$ cat config.mk
export PLATFORM = sky130hd
export DESIGN_NAME = grid_ram_arbiter
export DESIGN_NICKNAME = d
export VERILOG_FILES = /design/src/rtl/grid_ram_arbiter.sv
export SDC_FILE = /design/constraint.sdc
export NUM_CORES = 1
export LEC_CHECK = 0
export ABC_CLOCK_PERIOD_IN_PS = 3800
export CORE_ASPECT_RATIO = 0.9
export CORE_MARGIN = 4
export CORE_UTILIZATION = 36
export DETAILED_ROUTE_END_ITERATION = 10
export PLACE_DENSITY = 0.8
export REMOVE_ABC_BUFFERS = 1
export SYNTH_ARGS = -nofsm -noshare
export SYNTH_HDL_FRONTEND = slang
export SYNTH_SLANG_ARGS = --single-unit
$ cat constraint.sdc
create_clock -name pixel_clk -period 3.8 [get_ports pixel_clk]
set_input_delay 0.76 -clock pixel_clk [delete_from_list [all_inputs] [get_ports pixel_clk]]
set_output_delay 0.76 -clock pixel_clk [all_outputs]
set_load 0.02 [all_outputs]
$ cat src/rtl/grid_ram_arbiter.sv
// Shares one single-port tile-grid RAM between the raster display (fixed slots
// every 16th visible pixel) and a game-logic read/write channel.
module grid_ram_arbiter #(
  parameter int COLS = 40,
  parameter int ROWS = 30
) (
  input  logic        pixel_clk,
  input  logic        rst,
  input  logic [9:0]  hcount,
  input  logic [9:0]  vcount,
  input  logic        h_visable,
  input  logic        v_visable,
  input  logic        wr_req,
  input  logic [10:0] wr_addr,
  input  logic [1:0]  wr_data,
  output logic        wr_ack,
  input  logic        rd_req,
  input  logic [10:0] rd_addr,
  output logic        rd_ack,
  output logic [1:0]  rd_data,
  output logic [10:0] ram_addr,
  output logic        ram_we,
  output logic [1:0]  ram_wdata,
  input  logic [1:0]  ram_rdata,
  output logic [1:0]  tile_code,
  output logic        tile_valid,
  output logic        frame_tick
);

  localparam int DEPTH = COLS * ROWS;

  typedef enum logic [1:0] {
    IDLE,
    WR_ACK,
    RD_WAIT,
    RD_ACK
  } state_t;

  state_t      r_state;
  state_t      w_state_nxt;
  logic        r_last_rd;
  logic        r_rd_oob;
  logic [1:0]  r_rd_data;
  logic [1:0]  r_tile_code;
  logic        r_slot_d;
  logic        r_vis_d1;
  logic        r_vis_d2;
  logic        r_frame_tick;

  logic        w_slot;
  logic        w_grant_wr;
  logic        w_grant_rd;
  logic        w_wr_oob;
  logic        w_rd_oob;
  logic [10:0] w_disp_addr;

  assign w_slot      = v_visable && (hcount < 10'd640) && (hcount[3:0] == 4'd0);
  assign w_disp_addr = 11'((32'(vcount >> 4) * COLS) + 32'(hcount >> 4));
  assign w_wr_oob    = (32'(wr_addr) >= DEPTH);
  assign w_rd_oob    = (32'(rd_addr) >= DEPTH);

  // Grants only in non-slot IDLE cycles; on a tie the channel not served last wins.
  always_comb begin
    w_grant_wr = 1'b0;
    w_grant_rd = 1'b0;
    if (!rst && (r_state == IDLE) && !w_slot) begin
      if (wr_req && rd_req) begin
        w_grant_wr = r_last_rd;
        w_grant_rd = !r_last_rd;
      end else begin
        w_grant_wr = wr_req;
        w_grant_rd = rd_req;
      end
    end
  end

  always_comb begin
    ram_addr  = '0;
    ram_we    = 1'b0;
    ram_wdata = '0;
    if (w_slot) begin
      ram_addr = w_disp_addr;
    end else if (w_grant_wr) begin
      ram_addr  = wr_addr;
      ram_wdata = wr_data;
      ram_we    = !w_wr_oob;
    end else if (w_grant_rd) begin
      ram_addr = rd_addr;
    end
  end

  always_comb begin
    w_state_nxt = r_state;
    case (r_state)
      IDLE: begin
        if (w_grant_wr) begin
          w_state_nxt = WR_ACK;
        end else if (w_grant_rd) begin
          w_state_nxt = RD_WAIT;
        end
      end
      WR_ACK:  w_state_nxt = IDLE;
      RD_WAIT: w_state_nxt = RD_ACK;
      RD_ACK:  w_state_nxt = IDLE;
      default: w_state_nxt = IDLE;
    endcase
  end

  always_ff @(posedge pixel_clk) begin
    if (rst) begin
      r_state      <= IDLE;
      r_last_rd    <= 1'b1;
      r_rd_oob     <= 1'b0;
      r_rd_data    <= '0;
      r_tile_code  <= '0;
      r_slot_d     <= 1'b0;
      r_vis_d1     <= 1'b0;
      r_vis_d2     <= 1'b0;
      r_frame_tick <= 1'b0;
    end else begin
      r_state <= w_state_nxt;
      if (w_grant_wr || w_grant_rd) begin
        r_last_rd <= w_grant_rd;
      end
      if (w_grant_rd) begin
        r_rd_oob <= w_rd_oob;
      end
      // RAM word for the granted read is on ram_rdata during RD_WAIT.
      if (r_state == RD_WAIT) begin
        r_rd_data <= r_rd_oob ? 2'b00 : ram_rdata;
      end
      r_slot_d <= w_slot;
      if (r_slot_d) begin
        r_tile_code <= ram_rdata;
      end
      r_vis_d1     <= h_visable && v_visable;
      r_vis_d2     <= r_vis_d1;
      r_frame_tick <= (hcount == 10'd0) && (vcount == 10'd480);
    end
  end

  assign wr_ack     = (r_state == WR_ACK);
  assign rd_ack     = (r_state == RD_ACK);
  assign rd_data    = r_rd_data;
  assign tile_code  = r_tile_code;
  assign tile_valid = r_vis_d2;
  assign frame_tick = r_frame_tick;

endmodule

# Word-level counts from Yosys, hierarchy flattened
# Index checks and enable logic that the tools add are counted.
totals:
  ff_bits: 12
  in_bits: 52
  output_inout_bits: 22
  elab_cells: 50
op_classes:
  addsub: 1
  n_mul: 1
  order_cmp: 3
  eq_ne: 5
  mux: 15
  reduce_logical: 16
op_table:
  columns: ["cell", "count"]
  rows:
  - ["$mux 11", 3]
  - ["$ge 11x11->1 const B", 2]
  - ["$add 11x6->11", 1]
  - ["$eq 10x9->1 const B", 1]
  - ["$logic_not 10->1", 1]
  - ["$lt 10x10->1 const B", 1]
  - ["$mux 2", 5]
  - ["$mul 6x3->8 const B", 1]
  - ["$logic_and 1x1->1", 7]
  - ["$mux 1", 6]
  - ["$pmux 2 s3", 1]
  - ["$eq 2x2->1 const B", 2]
  - ["$logic_not 1->1", 4]
  - ["$logic_not 4->1", 1]
  - ["$ne 3x3->1 const B", 1]
  - ["$eq 2x1->1 const B", 1]
  - ["$logic_not 2->1", 1]
  - ["$reduce_or 2->1", 1]
  - ["$logic_or 1x1->1", 1]

# Depth between registers and ports, before layout
logic_depth:
  word_depth: 9
  mapped_depth: 8

# Least setup slack after synthesis
# OpenSTA, ideal clock, no wires.
synth_timing:
  path_type: "input to output"
  start: "input port vcount[5]"
  end: "output port ram_addr[10]"
  arrival_time_ns: 2.676
  required_ns: 3.040
  slack_ns: 0.364
  cell_stages: 8
  path_cell_list: "ha_1 ha_1 fa_1 xor2_1 nand3_1 nor4_1 xnor2_1 o21ai_1"
synth_via:
  elab_chain_len: 3
synth_rtl:
  columns: ["element", "line_no", "source"]
  rows:
  - ["start, declared", "10", "input logic [9:0] vcount,"]
  - ["$mul 6x3->8", "58", "assign w_disp_addr = 11'((32'(vcount >> 4) * COLS) + 32'(hcount >> 4));"]
  - ["$add 11x6->11", "58", null]
  - ["$mux 11", "81", "if (w_slot) begin"]
  - ["end, declared", "21", "output logic [10:0] ram_addr,"]
# No other way between the ends.

# Worst setup path in the final report
layout_timing:
  start: "input port vcount[8]"
  end: "output port ram_addr[8]"
# Same word-level chain as after synthesis.

==> impl_results.md <==
- CTS tree: done
- R2r setup slk: 2090 ps
- Worst Tran Pin Value: 379.7 ps
- Final hold viol count: 0
- Cells after DPL: 256
- YS warnings: 0
- R2R Path Start: r_state[1]
- Top Ports: 74
- Gp weighted congestion: ~0.84
- Fin cells: 262
- Most used DFF post-synth: dfxtp_1
- Nets: 286
- Syn Std Cell Area: between 1000 and 1500 um^2
- Status: finished, final reports clean
- Largest net degree at the start of global routing: 20
- Port buffer count: 73
- Initial antenna violation count: 0
- Vias per cell: 5.244
- Share of layout cells above drive strength 1: 21.36%
- Cell area after layout: 2157 um^2
- ANT nets after route: 0
- GRT Util Overall: 19.45%
- Filler cells: ~250
- Clk pwr share: between 10% and 20%
- Rows: 19
- Clock period minus worst slack: 3760 ps
- First-pass GRT wire length: 6106 um
- Total grt overflow: 0
- Initial Util: a little under two fifths
- Synth top area share: a little over a fifth
- Ys async rst share: 0%
- Final Setup Violations: 0
- # diodes: 0
- DR vias: 1,374
- Crit Path Class: in2out
- CP Max Fanout: 2
- Clk_lat worst skew: 270 ps
- DRT Pass-1 Iters: 4
- Slew headroom: between 70% and 80%
- Net switching share of the total power: between 30 and 40%
- Post-synth EDFFs: 0
- Cell area after placement: 2012 um^2
- Detailed placement HPWL: roughly 3400 um
- Power Internal: 338.6 uW
- Place WS: -661.5 ps
- Hold endpoint: tile_valid
- Hold path startpoint: r_vis_d1
- CTS Hold Bufs: 0
- Die height: 61.24 um
- CTS sink cnt: 12
- Leak: 0.0009679 uW
- Net Switching: 165.9 uW
- Vias in the first global route: between 1,000 and 1,500
- Die width: 67.15 um
- Pwr Density: 233.9 nW/um^2
- Pins Over Slew Limit: 0
- Max-Cap Viols: 0
- WL final: 4347 um
- Length in cells of the worst reg-to-reg path: 6
- DRT iter0 DRCs: 54
- Netlist cell types: 37
- Synth top area cells: dfxtp_1, ha_1, a21oi_1, nor2_1, a22oi_1
- H-tree Lvls: 1
- Seq. cell area: 240.2 um^2
- Worst path required time: 3040 ps
- Die area: roughly 4000 um^2
- Core box area: 3043 um^2
- Crit Reg-Reg Endpoint: r_rd_oob
- Worst hold path class: reg2reg
- FMAX: 0.2660 GHz
- Clock buffer depth: 2
- Logic pwr share: between 50% and 60%
- Register area share after synthesis: 21.19%
- Mapped Avg Cell Area: 8.720 um^2
- CTS clk-pin slew, worst paths: 80 ps
- Worst Setup Start Kind: input port
- DRC viols: 0
- P&R area growth vs syn: 90.29%
- Wire per inst: between 15 and 20 um
- Hold Path Depth: 1
- Maximum vdd drop: 0.1025 mV
- Largest area contributor in the netlist: dfxtp_1
- Final Skew: 0.5837 ps
- Root Buffer: clkbuf_4
- CTS Buf Count: 3
- Flop pwr share: 26.4%
- Cells after Synth: between 100 and 150
- #FFs+latches synth: 12
- Setup WS post-layout: just over 40 ps
- Crit path DAT: 3000 ps
- Period utilisation layout: between 90% and 100%
- Critical Path End Type: output port
- Multi-input gate area: ~910 um^2
per-layer routing:
metal  vias to the layer above  GRT usage [%]  wire (um)
li1                        671              -          -
met1                       630          20.71       1611
met2                        56          38.10       2360
met3                        17          3.650        210
met4                         0          7.225        163
met5                         -              0          0
cell usage after synthesis (3+ instances only):
master   instances
nor3b_1          3
nor4_1           3
a21oi_1         14
o21ai_1          5
a21oi_2          4
nor2_1          16
nor2b_1          3
dfxtp_1         12
a22oi_2          4
ha_1            11
a22oi_1          7
xnor2_1          6
and2_1           3
and3_1           3
nand3_1          4
a21o_1           3
sequential cells by signal, summed over array words and instances, names as in the netlist:
name        flops
rd_data         2
tile_valid      1
r_slot_d        1
r_vis_d1        1
tile_code       2
r_state         2
r_rd_oob        1
frame_tick      1
r_last_rd       1
metrics by stage:
stage | hold WS [ps] | power (uW) | utilization [%] | setup TNS (ps)
finish | 457.6 | 504.5 | 70.89 | 0
global route | 474.4 | 531.8 | 70.89 | -26.37
CTS | 458.3 | 484.5 | 67.72 | -187.9
detailed placement | 436.2 | 378.8 | 66.12 | -1587
global placement | 429.9 | 371.4 | 66.12 | -1167
floorplan | 413.8 | 243.0 | - | 0
layout make-up:
type | instances | share of cell area [%]
Clock buffer | 4 | 1.682
Inverter | 1 | 0.1740
Multi-Input combinational cell | 112 | 42.23
Sequential cell | 12 | 11.14
Tap cell | 42 | 2.436
Timing Repair Buffer | 91 | 42.34
placed cells by master (no fill, tap or decap), types with 4 or more instances in the layout:
master            n
clkdlybuf4s50_1  58
buf_4            18
nor2_1           15
dfxtp_1          12
a21oi_1          11
dlymetal6s2s_1   11
a22oi_1           7
ha_1              7
a21oi_2           6
xnor2_1           6
o21ai_1           5
a22oi_2           4
worst max path at each step:
stage,to,start,depth (start not counted)
final,ram_addr[8],vcount[8],10
after global routing,ram_addr[10],vcount[8],9
after CTS,ram_addr[10],vcount[5],10
after detailed placement,ram_addr[10],vcount[5],10
after global placement,ram_addr[10],vcount[5],10
after floorplan,ram_addr[10],vcount[5],8
what timing repair did:
item	CTS	global route
resized for setup	16	23
setup endpoints to repair	5	10
setup buffers	1	1
pin swaps	3	7
critical path, stage by stage:
cell,delay (ps)
clkdlybuf4s50_1,530
ha_4,230
fa_2,420
xor2_2,180
buf_4,140
buf_4,120
buf_4,120
xnor2_1,120
o21ai_1,180
buf_4,180
kinds of logic (layout without fill, tap and decap cells):
family / Yosys count / count (layout) / synth area share [%]
buffers and inverters: 6 / 96 / 4.746
AO/OA/AOI/OAI: 41 / 41 / 25.94
AND/OR/NAND/NOR: 48 / 48 / 24.51
adder cells (fa/ha/maj): 13 / 13 / 15.67
flip-flops: 12 / 12 / 21.19
multiplexers: 2 / 2 / 1.766
XOR/XNOR: 8 / 8 / 6.181
power by group through the flow:
stage | logic [uW] | registers [uW] | clock network (uW)
after CTS | 248 | 133 | 103
after floorplan | 106 | 137 | 0
after global routing | 289 | 134 | 109
final | 271 | 133 | 100
after global placement | 236 | 136 | 0
after detailed placement | 243 | 136 | 0
Note: power is estimated with default switching activity, not from simulation.
